`src/rtl/i2s_pkg.sv`:
```
`default_nettype none
// ============================================================================
//  Module   : i2s_pkg
//  Purpose  : Shared sample width, grant encodings and scheduler state type
//             for the I2S frame scheduler slice.
//  Revision : 1.0 - initial release
// ============================================================================
package i2s_pkg;

   localparam int SAMPLE_W = 16;

   // Owner codes double as the one-hot arbiter grant vector
   localparam logic [1:0] GRANT_NONE = 2'b00;
   localparam logic [1:0] GRANT_S0   = 2'b01;
   localparam logic [1:0] GRANT_S1   = 2'b10;

   typedef enum logic [1:0] {
      ST_DISABLED = 2'd0,
      ST_EMPTY    = 2'd1,
      ST_FULL     = 2'd2
   } sched_state_t;

endpackage
`default_nettype wire

```
`src/rtl/i2s_frame_scheduler_if.sv`:
```
`default_nettype none
// ============================================================================
//  Module   : i2s_frame_scheduler_if
//  Purpose  : Two stereo sample sources handing pairs to the scheduler with a
//             valid/ready handshake per source.
//  Revision : 1.0 - initial release
// ============================================================================
interface i2s_frame_scheduler_if;
   import i2s_pkg::*;

   logic                       s0_valid;
   logic                       s1_valid;
   logic                       s0_ready;
   logic                       s1_ready;
   logic [SAMPLE_W-1:0]        s0_left;
   logic [SAMPLE_W-1:0]        s0_right;
   logic [SAMPLE_W-1:0]        s1_left;
   logic [SAMPLE_W-1:0]        s1_right;

   // Source side: offers pairs, observes acceptance
   modport master (
      output s0_valid, s1_valid, s0_left, s0_right, s1_left, s1_right,
      input  s0_ready, s1_ready
   );

   // Scheduler side: observes offers, grants acceptance
   modport slave (
      input  s0_valid, s1_valid, s0_left, s0_right, s1_left, s1_right,
      output s0_ready, s1_ready
   );

endinterface
`default_nettype wire

```
`src/rtl/rr_arbiter2.sv`:
```
`default_nettype none
// ============================================================================
//  Module   : rr_arbiter2
//  Purpose  : Two-way combinational arbiter. With both requests active the
//             source not granted last wins; the priority input hands
//             source 0 the grant whenever it requests.
//  Revision : 1.0 - initial release
// ============================================================================
module rr_arbiter2 (
   input  wire logic [1:0] i_req,   // {source1, source0}
   input  wire logic       i_last,  // 0: source 0 granted last, 1: source 1
   input  wire logic       i_prio,  // fixed priority to source 0
   output      logic [1:0] o_gnt    // one-hot grant
);

   // Pick a winner among the active requests
   always_comb begin
      o_gnt = 2'b00;
      if (i_prio && i_req[0]) begin
         o_gnt = 2'b01;
      end else if (i_req == 2'b11) begin
         o_gnt = i_last ? 2'b01 : 2'b10;
      end else begin
         o_gnt = i_req;
      end
   end

endmodule
`default_nettype wire

```
`src/rtl/i2s_frame_scheduler.sv`:
```
`default_nettype none
// ============================================================================
//  Module   : i2s_frame_scheduler
//  Purpose  : Accepts stereo pairs from two sources into a one-entry buffer
//             and presents one pair per I2S frame, loaded on the frame tick.
//             Empty frames are flagged as underruns and either muted or
//             repeat the previous pair.
//  Revision : 1.0 - initial release
// ============================================================================
module i2s_frame_scheduler
   import i2s_pkg::*;
#(
   parameter int PRIO_MODE     = 0,   // 0: round-robin, 1: source 0 first
   parameter int UNDERRUN_MUTE = 1    // 1: zero on underrun, 0: repeat pair
) (
   input  wire logic                 i_clk,
   input  wire logic                 i_rst_n,
   input  wire logic                 i_enable,
   input  wire logic                 i_frame_tick,
   i2s_frame_scheduler_if.slave      src,
   output      logic [SAMPLE_W-1:0]  o_left,
   output      logic [SAMPLE_W-1:0]  o_right,
   output      logic [1:0]           o_grant,
   output      logic                 o_underrun,
   output      logic [7:0]           o_underrun_cnt
);

   sched_state_t        r_state;
   logic [SAMPLE_W-1:0] r_buf_left;
   logic [SAMPLE_W-1:0] r_buf_right;
   logic [1:0]          r_buf_owner;
   logic                r_last;       // last granted source, 1 = source 1

   logic [1:0]          w_gnt;
   logic                w_active;
   logic                w_open;
   logic                w_xfer;

   rr_arbiter2 u_arb (
      .i_req  ({src.s1_valid, src.s0_valid}),
      .i_last (r_last),
      .i_prio (PRIO_MODE != 0),
      .o_gnt  (w_gnt)
   );

   // A cycle with enable low already behaves as disabled, so no pair is
   // accepted that would be discarded on the next edge anyway.
   assign w_active     = i_enable && (r_state != ST_DISABLED);
   assign w_open       = w_active && (r_state == ST_EMPTY);
   assign w_xfer       = w_open && (w_gnt != GRANT_NONE);
   assign src.s0_ready = w_open && w_gnt[0];
   assign src.s1_ready = w_open && w_gnt[1];

   // Buffer state machine, frame-tick output load and underrun accounting
   always_ff @(posedge i_clk or negedge i_rst_n) begin
      if (!i_rst_n) begin
         r_state        <= ST_DISABLED;
         r_buf_left     <= '0;
         r_buf_right    <= '0;
         r_buf_owner    <= GRANT_NONE;
         r_last         <= 1'b1;
         o_left         <= '0;
         o_right        <= '0;
         o_grant        <= GRANT_NONE;
         o_underrun     <= 1'b0;
         o_underrun_cnt <= 8'd0;
      end else begin
         o_underrun <= 1'b0;

         if (i_frame_tick) begin
            if (!w_active) begin
               // Disabled frames output silence and are not underruns
               o_left  <= '0;
               o_right <= '0;
               o_grant <= GRANT_NONE;
            end else if (r_state == ST_FULL) begin
               o_left  <= r_buf_left;
               o_right <= r_buf_right;
               o_grant <= r_buf_owner;
            end else begin
               // Empty at the frame start; a same-cycle transfer only
               // fills the buffer for the following frame
               o_underrun <= 1'b1;
               if (o_underrun_cnt != 8'hFF) begin
                  o_underrun_cnt <= o_underrun_cnt + 8'd1;
               end
               if (UNDERRUN_MUTE != 0) begin
                  o_left  <= '0;
                  o_right <= '0;
                  o_grant <= GRANT_NONE;
               end
            end
         end

         if (w_xfer) begin
            r_buf_left  <= w_gnt[1] ? src.s1_left  : src.s0_left;
            r_buf_right <= w_gnt[1] ? src.s1_right : src.s0_right;
            r_buf_owner <= w_gnt;
            r_last      <= w_gnt[1];
         end

         if (!i_enable) begin
            r_state <= ST_DISABLED;
         end else begin
            case (r_state)
               ST_DISABLED: r_state <= ST_EMPTY;
               ST_EMPTY:    if (w_xfer)       r_state <= ST_FULL;
               ST_FULL:     if (i_frame_tick) r_state <= ST_EMPTY;
               default:     r_state <= ST_DISABLED;
            endcase
         end
      end
   end

endmodule
`default_nettype wire

```
`src/flat_wrapper.sv`:
```
// flat-port wrapper written by rule: the top's interface ports become plain ports
module i2s_frame_scheduler_flat import i2s_pkg::*;
#(
   parameter int PRIO_MODE     = 0,                                       
   parameter int UNDERRUN_MUTE = 1                                          
)
  (i_clk, i_rst_n, i_enable, i_frame_tick, o_left, o_right, o_grant, o_underrun, o_underrun_cnt, src_s0_valid, src_s1_valid, src_s0_left, src_s0_right, src_s1_left, src_s1_right, src_s0_ready, src_s1_ready);
  i2s_frame_scheduler_if src_i ();
  input  wire logic i_clk;
  input  wire logic i_rst_n;
  input  wire logic i_enable;
  input  wire logic i_frame_tick;
  output      logic [SAMPLE_W-1:0] o_left;
  output      logic [SAMPLE_W-1:0] o_right;
  output      logic [1:0] o_grant;
  output      logic o_underrun;
  output      logic [7:0] o_underrun_cnt;
  input wire logic [$bits(src_i.s0_valid)-1:0] src_s0_valid;
  input wire logic [$bits(src_i.s1_valid)-1:0] src_s1_valid;
  input wire logic [$bits(src_i.s0_left)-1:0] src_s0_left;
  input wire logic [$bits(src_i.s0_right)-1:0] src_s0_right;
  input wire logic [$bits(src_i.s1_left)-1:0] src_s1_left;
  input wire logic [$bits(src_i.s1_right)-1:0] src_s1_right;
  output wire logic [$bits(src_i.s0_ready)-1:0] src_s0_ready;
  output wire logic [$bits(src_i.s1_ready)-1:0] src_s1_ready;
  assign src_i.s0_valid = src_s0_valid;
  assign src_i.s1_valid = src_s1_valid;
  assign src_i.s0_left = src_s0_left;
  assign src_i.s0_right = src_s0_right;
  assign src_i.s1_left = src_s1_left;
  assign src_i.s1_right = src_s1_right;
  assign src_s0_ready = src_i.s0_ready;
  assign src_s1_ready = src_i.s1_ready;
  i2s_frame_scheduler #(.PRIO_MODE(PRIO_MODE), .UNDERRUN_MUTE(UNDERRUN_MUTE)) u_core (.i_clk(i_clk), .i_rst_n(i_rst_n), .i_enable(i_enable), .i_frame_tick(i_frame_tick), .src(src_i), .o_left(o_left), .o_right(o_right), .o_grant(o_grant), .o_underrun(o_underrun), .o_underrun_cnt(o_underrun_cnt));
endmodule
```
`config.mk`:
```
export PLATFORM = sky130hd
export DESIGN_NAME = i2s_frame_scheduler_flat
export DESIGN_NICKNAME = d
export VERILOG_FILES = /design/src/rtl/i2s_pkg.sv /design/src/rtl/i2s_frame_scheduler_if.sv /design/src/rtl/rr_arbiter2.sv /design/src/rtl/i2s_frame_scheduler.sv /design/src/flat_wrapper.sv
export SDC_FILE = /design/constraint.sdc
export NUM_CORES = 1
export LEC_CHECK = 0
export ABC_AREA = 1
export CAP_MARGIN = 0
export CORE_ASPECT_RATIO = 1.4
export CORE_UTILIZATION = 42
export CTS_CLUSTER_SIZE = 20
export DETAILED_ROUTE_END_ITERATION = 6
export PLACE_DENSITY = 0.79
export SLEW_MARGIN = 20
export SYNTH_ARGS = -nofsm -noshare
export SYNTH_HDL_FRONTEND = slang
export SYNTH_SLANG_ARGS = --single-unit
```
`constraint.sdc`:
```
create_clock -name i_clk -period 1.4 [get_ports i_clk]
set_clock_uncertainty 0.2 [all_clocks]
set_input_delay 0.21 -clock i_clk [delete_from_list [all_inputs] [get_ports i_clk]]
set_output_delay 0.21 -clock i_clk [all_outputs]
set_load 0.1 [all_outputs]
```
; Yosys cells after proc, flatten, opt, wreduce, memory -nomap -nowiden
; Cells that the tools add are included.
[word_totals]
reg_bits = 80
in_bits = 70
out_inout_bits = 45
wordCells = 45
[classes]
addsub = 1
eq_ne = 6
n_mux = 17
bitwise = 1
n_reduce_logical = 10
[ops]
columns = operator, count
row1 = two-way mux 16 bit, 6
row2 = two-way mux 2 bit, 7
row3 = "adder 8 x 1 -> 8 bit, second input constant", 1
row4 = "inequality test 8 bit, second input constant", 1
row5 = case mux 2 bit (3 select lines), 1
row6 = logical AND 1 bit, 5
row7 = "equality test 2 bit, second input constant", 2
row8 = AND reduction 4 bit, 1
row9 = nonzero test 2 bit, 2
row10 = two-way mux 1 bit, 3
row11 = "inequality test 3 x 2 -> 1 bit, second input constant", 1
row12 = "inequality test 3 bit, second input constant", 1
row13 = "equality test 2 x 1 -> 1 bit, second input constant", 1
row14 = zero test 2 bit, 1
row15 = AND reduction 2 bit, 1
row16 = NOT 1 bit, 1

; Depth between registers and ports, before layout
; Gate-level depths: netlist of run 1.
[logic_depth]
depth_word = 7
depth_mapped = 8
ltp_nobuf = 8

; Cells and area by module
; From an unflattened synthesis of run 1, not the netlist that was laid out.
[unflattened]
hier_cells = 449
area_unflattened_um2 = 3737.3
[by_module_without_submodules]
columns = module, instances, cells_per_inst, area_each_um2, seq_area_each_um2
row1 = i2s_frame_scheduler, 1, 439, 3697.3, 2003.2
row2 = rr_arbiter2, 1, 10, 40.0, 0.0

; Worst setup path after synthesis of run 1
; OpenSTA, ideal clock, no wires.
[synth_timing]
path_type = register to register
from = register u_core.r_last
to = register u_core.r_buf_owner[1]
setup_time_ns = 0.079
arrival_ns = 2.109
required_time_ns = 1.121
setup_slack_ns = -0.988
stages_incl_launch_ff = 6
path_buffers = 0
synth_period_minus_slack_ns = 2.388
path_cell_list = dfstp_2 > nand2_2 > nand2_2 > nor2_1 > inv_1 > o21ai_1
[synth_via]
elab_chain_cells = 4
[synth_rtl]
columns = element, line_no
row1 = start: declaration, i2s_frame_scheduler.sv:32  ; logic r_last;
row2 = start signal: assignment, i2s_frame_scheduler.sv:99  ; r_last <= w_gnt[1];
row3 = two-way mux 2 bit (*), rr_arbiter2.sv:22  ; o_gnt = i_last ? 2'b01 : 2'b10;
row4 = two-way mux 2 bit (*), rr_arbiter2.sv:21  ; end else if (i_req == 2'b11) begin
row5 = nonzero test 2 bit, i2s_frame_scheduler.sv:50  ; assign w_xfer = w_open && (w_gnt != GRANT_NONE);
row6 = logical AND 1 bit, i2s_frame_scheduler.sv:50
row7 = end signal: assignment, i2s_frame_scheduler.sv:98  ; r_buf_owner <= w_gnt;
row8 = end: declaration, i2s_frame_scheduler.sv:31  ; logic [1:0] r_buf_owner;
; Every way passes the cells marked *; elsewhere a longest branch is shown, timed or not.
; A chain may end at the register's enable or synchronous reset.

; Final worst setup path of run 1
[layout_timing]
from = register u_core.r_last
to = output src_s0_ready
[layout_via]
elab_chain_cells = 3
[layout_rtl]
columns = element, line_no
row1 = two-way mux 2 bit, rr_arbiter2.sv:22
row2 = two-way mux 2 bit, rr_arbiter2.sv:21
row3 = logical AND 1 bit, i2s_frame_scheduler.sv:51  ; assign src.s0_ready = w_open && w_gnt[0];
row4 = end: declaration, flat_wrapper.sv:24  ; output wire logic [$bits(src_i.s0_ready)-1:0] src_s0_ready;
; Every way passes these cells.

==> results of run 1 <==
==> through the flow <==
stage / hold slack [ns] / area [sq um] / worst slack [ns]
after floorplan: -0.286 / 3670 / -0.258
after global placement: -0.0962 / 5540 / -0.403
after detailed placement: -0.0902 / 5540 / -0.457
after CTS: 0.106 / 6580 / -0.377
after global routing: 0.134 / 6870 / -0.475
final: 0.105 / 6870 / -0.428
==> power groups by stage <==
stage          clock [W]  sequential (W)  combinational [W]
3_5_place_dp           0         0.00344            0.00333
6_report         0.00228         0.00349            0.00438
2_1_floorplan          0         0.00423            0.00117
4_1_cts          0.00224         0.00340            0.00397
3_3_place_gp           0         0.00341            0.00322
5_1_grt          0.00242         0.00354            0.00462
==> timing repair <==
item                       CTS  global route
gates resized for setup     72           112
hold endpoints to repair    80             0
setup buffers               28             7
hold buffers                 1             0
cloned                       9             4
setup endpoints to repair   50            88
pin swaps                   12            13
==> registers in the layout, summed over array words and instances, names as in the netlist <==
name and flops:
u_core.r_state 2, u_core.r_buf_right 16, u_core.o_grant 2, u_core.r_buf_owner 2
u_core.r_last 1, u_core.o_left 16, u_core.o_underrun_cnt 8, u_core.o_right 16
u_core.r_buf_left 16, u_core.o_underrun 1
==> synth_stat cells <==
| library cell | number | area [sq um] |
|---|---|---|
| nand3_2 | 1 | 10.0 |
| nor2_2 | 2 | 12.5 |
| buf_4 | 1 | 7.51 |
| dfrtp_1 | 79 | 1980 |
| nor2_1 | 6 | 22.5 |
| nor3_1 | 1 | 5.00 |
| xnor2_1 | 2 | 17.5 |
| ha_1 | 1 | 12.5 |
| buf_2 | 7 | 35.0 |
| nand3_1 | 69 | 345 |
| o21ai_0 | 36 | 180 |
| buf_1 | 1 | 3.75 |
| or2_1 | 1 | 6.26 |
| xor2_1 | 1 | 8.76 |
| o22ai_1 | 1 | 6.26 |
| nand2_2 | 3 | 18.8 |
| o21ai_1 | 2 | 10.0 |
| nand2_1 | 104 | 390 |
| clkbuf_1 | 11 | 41.3 |
| inv_2 | 2 | 7.51 |
| dfstp_2 | 1 | 26.3 |
| inv_1 | 44 | 165 |
| nand4_1 | 2 | 12.5 |
| o21a_1 | 32 | 240 |
| buf_6 | 3 | 33.8 |
| nor2_4 | 1 | 11.3 |
==> placed cells by master, fill, tap and decap left out, drive strengths merged, types with 2 or more instances in the layout <==
| cell type | netlist | layout |
|---|---|---|
| buf | 12 | 111 |
| clkbuf | 11 | 16 |
| clkdlybuf4s50 | 0 | 66 |
| clkinvlp | 0 | 2 |
| dfrtp | 79 | 79 |
| dlygate4sd2 | 0 | 2 |
| inv | 46 | 45 |
| nand2 | 107 | 108 |
| nand3 | 70 | 70 |
| nand4 | 2 | 2 |
| nor2 | 9 | 9 |
| o21a | 32 | 32 |
| o21ai | 38 | 38 |
| xnor2 | 2 | 2 |
==> final timing paths <==
check,endpoint,slack (ns),from,cells past startpoint
max,src_s0_ready,-0.43,u_core.r_last$_DFFE_PN1P_,5
max in group asynchronous,u_core.o_left[8]$_DFFE_PN0P_,0.41,i_rst_n,3
min in group i_clk,u_core.o_underrun$_DFF_PN0_,0.26,i_enable,3
max reg2reg,u_core.r_buf_right[10]$_DFFE_PN0P_,-0.33,u_core.r_state[1]$_DFFE_PN0P_,9
min,u_core.o_underrun_cnt[5]$_DFFE_PN0P_,0.10,i_rst_n,2
min reg2reg,u_core.r_buf_right[13]$_DFFE_PN0P_,0.29,u_core.r_buf_right[13]$_DFFE_PN0P_,1
==> logic make-up (layout without fill, tap and decap cells) <==
| family | count (synthesis) | count (layout) | share of synthesized area (%) |
|---|---|---|---|
| simple gates | 190 | 191 | 23.1 |
| flops | 80 | 80 | 55.5 |
| compound gates | 71 | 71 | 12.1 |
| buf+inv | 69 | 244 | 8.15 |
| xor+xnor | 3 | 3 | 0.729 |
| fa+ha+maj | 1 | 1 | 0.347 |
==> layout make-up <==
cell class | count | area [sq um]
repair buffers | 182 | 2470
multi-input cells | 266 | 1780
flip-flops and latches | 80 | 2020
inverters | 46 | 181
fillers | 387 | 1380
well taps | 102 | 128
clock buffers | 14 | 274
clock inverters | 2 | 12.5
==> layer usage <==
| metal | vias up | global-route usage, % | part of all wire [%] |
|---|---|---|---|
| met4 | 0 | 17.5 | 5.2 |
| met1 | 1908 | 31.2 | 36 |
| met3 | 65 | 4.10 | 4.1 |
| met5 | - | 0 | 0 |
| met2 | 176 | 51.0 | 55 |
| li1 | 1695 | - | - |
==> flow_metrics.env, run 1 <==
export IMPL_pwr_share_clk_pct=22.5
export IMPL_layout_drive_gt1_share_pct=41.2
export IMPL_cts_sinks=80
export IMPL_p_per_area_nw_per_um2=1480
export IMPL_power_switching_w=0.00391
export IMPL_failed_checks="negative setup slack"
export IMPL_cp_num_buf_inv=2
export IMPL_path_delay_family="flip-flops"
export IMPL_timing_fmax_mhz=547
export IMPL_wl_per_cell_um=19.6
export IMPL_syn_inst=414
export IMPL_setup_slack_ns=-0.428
export IMPL_criticalPathCategory="flip-flop to primary output"
export IMPL_drtPass1Iterations=4
export IMPL_swShare_pct=38.5
export IMPL_io_pins=115
export IMPL_relSlewSlack_pct=76.7
export IMPL_clkLatencyLatePin_ns=0.34
export IMPL_worstPathRequired_ns=0.99
export IMPL_cp_max_fo=4
export IMPL_setup_viol=88
export IMPL_combPwrFrac_pct=43.1
export IMPL_cp_data_arrival_time_ns=1.42
export IMPL_cts_tree="yes"
export IMPL_yosysWarnings=0
export IMPL_power_w=0.0102
export IMPL_power_internal_w=0.00625
export IMPL_syn_area_sq_um=3610
export IMPL_grt_antenna_before_repair=0
export IMPL_grt_usage_pct=28.6
export IMPL_cts_buffer_depth=2
export IMPL_status="finished with violations"
export IMPL_cts_htree_levels=3
export IMPL_coreArea_sq_um=8250
export IMPL_areaGrowthSynthToFinish_pct=90.4
export IMPL_start_util_pct=43.7
export IMPL_synthDistinctLibCells=26
export IMPL_setup_tns_ns=-13.85
export IMPL_grt_pass1_vias=3914
export IMPL_ir_drop_mv=1.68
export IMPL_slew_viol_final=0
export IMPL_gp_congestion=0.809
export IMPL_die_width_um=80.3
export IMPL_cts_buffers=9
export IMPL_portBuffers=114
export IMPL_crit_slowest_cell="dfstp_2"
export IMPL_wl_um=13600
export IMPL_cpPeakStageDelay_ns=0.57
export IMPL_startpoint_type="flip-flop"
export IMPL_leakagePower_nw=3.10
export IMPL_die_h_um=112
export IMPL_grt_max_degree=35
export IMPL_drtIter0Drc=257
export IMPL_final_cells=692
export IMPL_ys_ff_latch=80
export IMPL_hp_class="input port to asynchronous set/reset pin"
export IMPL_dp_cells=636
export IMPL_finalHoldViolations=0
export IMPL_rsz0062_at_grt="true"
export IMPL_cts_clk_slew_worst_paths_ns=0.06
export IMPL_die_area_sq_um=8970
export IMPL_viasPerCell=5.55
export IMPL_end_kind="primary output"
export IMPL_worstMarginPinSlew_ns=0.350
export IMPL_synthesis_nets=485
export IMPL_dp_hpwl_um=6800
export IMPL_cts_root_buf="clkbuf_16"
export IMPL_grt_pass1_wl_um=19000
export IMPL_period_minus_slack_ns=1.83
export IMPL_ant_nets=0
export IMPL_rows=39
export IMPL_drcViolationCount=0
export IMPL_period_share_pct=131
export IMPL_sequentialPowerShare_pct=34.4
export IMPL_n_antenna_cell=0
export IMPL_synth_seq_area_share_pct=55.5
export IMPL_maxCapViolCount=0
export IMPL_fin_nets=656
export IMPL_crit_chain="nand2_4 > o21ai_2 > nand2_2 > clkinvlp_4 > buf_12"
export IMPL_synth_avg_cell_area_sq_um=8.71
export IMPL_finish_utilization_pct=83.3
export IMPL_via_count=3844
export IMPL_overflow=0
Power figures use the tool's default switching activity.
==> inputs of run 2 (changes only) <==
--- a/config.mk
+++ b/config.mk
@@ -16,3 +16,4 @@
 export SYNTH_ARGS = -nofsm -noshare
 export SYNTH_HDL_FRONTEND = slang
 export SYNTH_SLANG_ARGS = --single-unit
+export TNS_END_PERCENT = 100
==> constraint.sdc (replaced) <==
create_clock -name i_clk -period 1.55 [get_ports i_clk]
set_clock_uncertainty 0.2 [all_clocks]
set_input_delay 0.2325 -clock i_clk [delete_from_list [all_inputs] [get_ports i_clk]]
set_output_delay 0.2325 -clock i_clk [all_outputs]
set_load 0.1 [all_outputs]
==> run 2 against run 1 <==
  * The flow still finishes with violations (negative setup slack)
  * Critical path depth stayed put
  * Largest power group unchanged
  * Clock power barely moved
  * Die area did not move
  * Worst setup slack better by 0.14 ns
  * Final cell count down 2.3%
  * Sequential power fell by 9.5%
==> flow_metrics.env, run 2 (synthesis results as in run 1) <==
export IMPL_cts_htree_levels=3
export IMPL_drtPass1Iterations=5
export IMPL_clkLatencyLatePin_ns=0.33
export IMPL_cts_buffer_depth=2
export IMPL_timing_rr_start="u_core.r_state[1]$_DFFE_PN0P_"
export IMPL_cts_tree="yes"
export IMPL_finish_utilization_pct=78.5
export IMPL_setup_slack_ns=-0.284
export IMPL_viasPerCell=5.36
export IMPL_p_per_area_nw_per_um2=1390
export IMPL_wl_per_cell_um=18.1
export IMPL_ant_nets=0
export IMPL_overflow=0
export IMPL_io_pins=115
export IMPL_dp_cells=627
export IMPL_worstMarginPinSlew_ns=0.366
export IMPL_final_common_cell="nand2_1"
export IMPL_leakagePower_nw=2.88
export IMPL_die_h_um=112
export IMPL_n_antenna_cell=0
export IMPL_fin_nets=640
export IMPL_setup_tns_ns=-3.32
export IMPL_r2r_cells=8
export IMPL_startpoint_type="flip-flop"
export IMPL_finalHoldViolations=0
export IMPL_cp_data_arrival_time_ns=1.40
export IMPL_worstPathRequired_ns=1.12
export IMPL_rsz0062_at_grt="true"
export IMPL_cts_root_buf="clkbuf_16"
export IMPL_cts_sinks=80
export IMPL_cts_buffers=9
export IMPL_drtIter0Drc=237
export IMPL_setup_viol=37
export IMPL_cts_clk_slew_worst_paths_ns=0.06
export IMPL_end_kind="primary output"
export IMPL_relSlewSlack_pct=75.6
export IMPL_grt_pass1_wl_um=18600
export IMPL_final_cells=676
export IMPL_crit_path_start="u_core.r_last$_DFFE_PN1P_"
export IMPL_timing_fmax_mhz=545
export IMPL_cp_max_fo=4
export IMPL_die_area_sq_um=8970
export IMPL_status="finished with violations"
export IMPL_hp_class="input port to asynchronous set/reset pin"
export IMPL_rows=39
export IMPL_layout_drive_gt1_share_pct=31.4
export IMPL_wl_um=12200
export IMPL_grt_antenna_before_repair=0
export IMPL_grt_max_degree=46
export IMPL_period_minus_slack_ns=1.83
export IMPL_grt_usage_pct=28.0
export IMPL_ir_drop_mv=1.32
export IMPL_via_count=3621
export IMPL_timing_rr_end="u_core.r_buf_left[11]$_DFFE_PN0P_"
export IMPL_portBuffers=114
export IMPL_coreArea_sq_um=8250
export IMPL_die_width_um=80.3
export IMPL_failed_checks="negative setup slack"
export IMPL_r2r_slack_ns=-0.13
export IMPL_start_util_pct=43.7
export IMPL_maxCapViolCount=0
export IMPL_drcViolationCount=0
export IMPL_slew_viol_final=0
export IMPL_layout_common_cells="nand2_1 (101), dfrtp_1 (71), clkdlybuf4s50_1 (67)"
export IMPL_grt_pass1_vias=3796
export IMPL_dp_hpwl_um=6850
export IMPL_areaGrowthSynthToFinish_pct=79.5
export IMPL_gp_congestion=0.833
export IMPL_dp_worst_setup_slack_ns=-0.330
export IMPL_criticalPathCategory="flip-flop to primary output"
export IMPL_period_share_pct=118
-- run 2: changes by cell type in the layout (fill, tap and decap cells not counted), sizes merged --
cell           delta
dlygate4sd2       -1
clkdlybuf4s50     +1
clkinv            +2
bufinv            +2
buf              -15
clkinvlp          -1
clkbuf            -4
-- run 2: timing repair --
item                       4_1_cts  5_1_grt
buffers inserted                21        7
resized for setup               46       49
hold endpoints to repair        80        0
pin swaps                        3        5
cloned                           8        3
hold buffers                     1        0
setup endpoints to repair       28       56
-- run 2: per-layer routing --
layer  wire length [um]  global-route usage, %  share of wire [%]  vias to the layer above
met3                488                   4.18                4.0                       38
met2               6990                   51.2                 57                      150
met4                524                   17.3                4.3                        0
li1                   -                      -                  -                     1657
met1               4210                   29.2                 34                     1776
met5                  0                      0                  0                        -
-- run 2: worst max-delay path by stage --
| stage | to | depth (start not counted) |
|---|---|---|
| 2_1_floorplan | u_core.o_underrun_cnt[5]$_DFFE_PN0P_ | 8 |
| 3_3_place_gp | src_s0_ready | 6 |
| 3_5_place_dp | u_core.r_buf_right[9]$_DFFE_PN0P_ | 6 |
| 4_1_cts | src_s0_ready | 5 |
| 5_1_grt | src_s0_ready | 5 |
| 6_report | src_s0_ready | 5 |
-- run 2: cell type report --
class	instances	area, sq um
well taps	102	128
flip-flops and latches	80	2020
fillers	465	1770
multi-input cells	266	1600
clock buffers	11	253
repair buffers	166	2210
inverters	46	179
clock inverters	5	78.8
-- run 2: stage by stage --
stage | power [W] | hold slack (ns) | area (sq um)
3_5_place_dp | 0.00604 | -0.160 | 5450
2_1_floorplan | 0.00486 | -0.263 | 3660
4_1_cts | 0.00883 | 0.0292 | 6370
6_report | 0.00901 | 0.0325 | 6470
5_1_grt | 0.00941 | 0.0395 | 6470
3_3_place_gp | 0.00590 | -0.162 | 5450
-- run 2: worst max-delay path, stage by stage (launching register included) --
cell,delay [ns]
dfstp_2,0.57
nand2_4,0.07
o21ai_2,0.08
nand2_2,0.09
clkinvlp_4,0.08
buf_12,0.17
-- run 2: where the power goes --
part	switching (W)	total [W]	internal, W
clock	0.000818	0.00231	0.00149
sequential	0.000454	0.00316	0.00270
combinational	0.00197	0.00354	0.00157
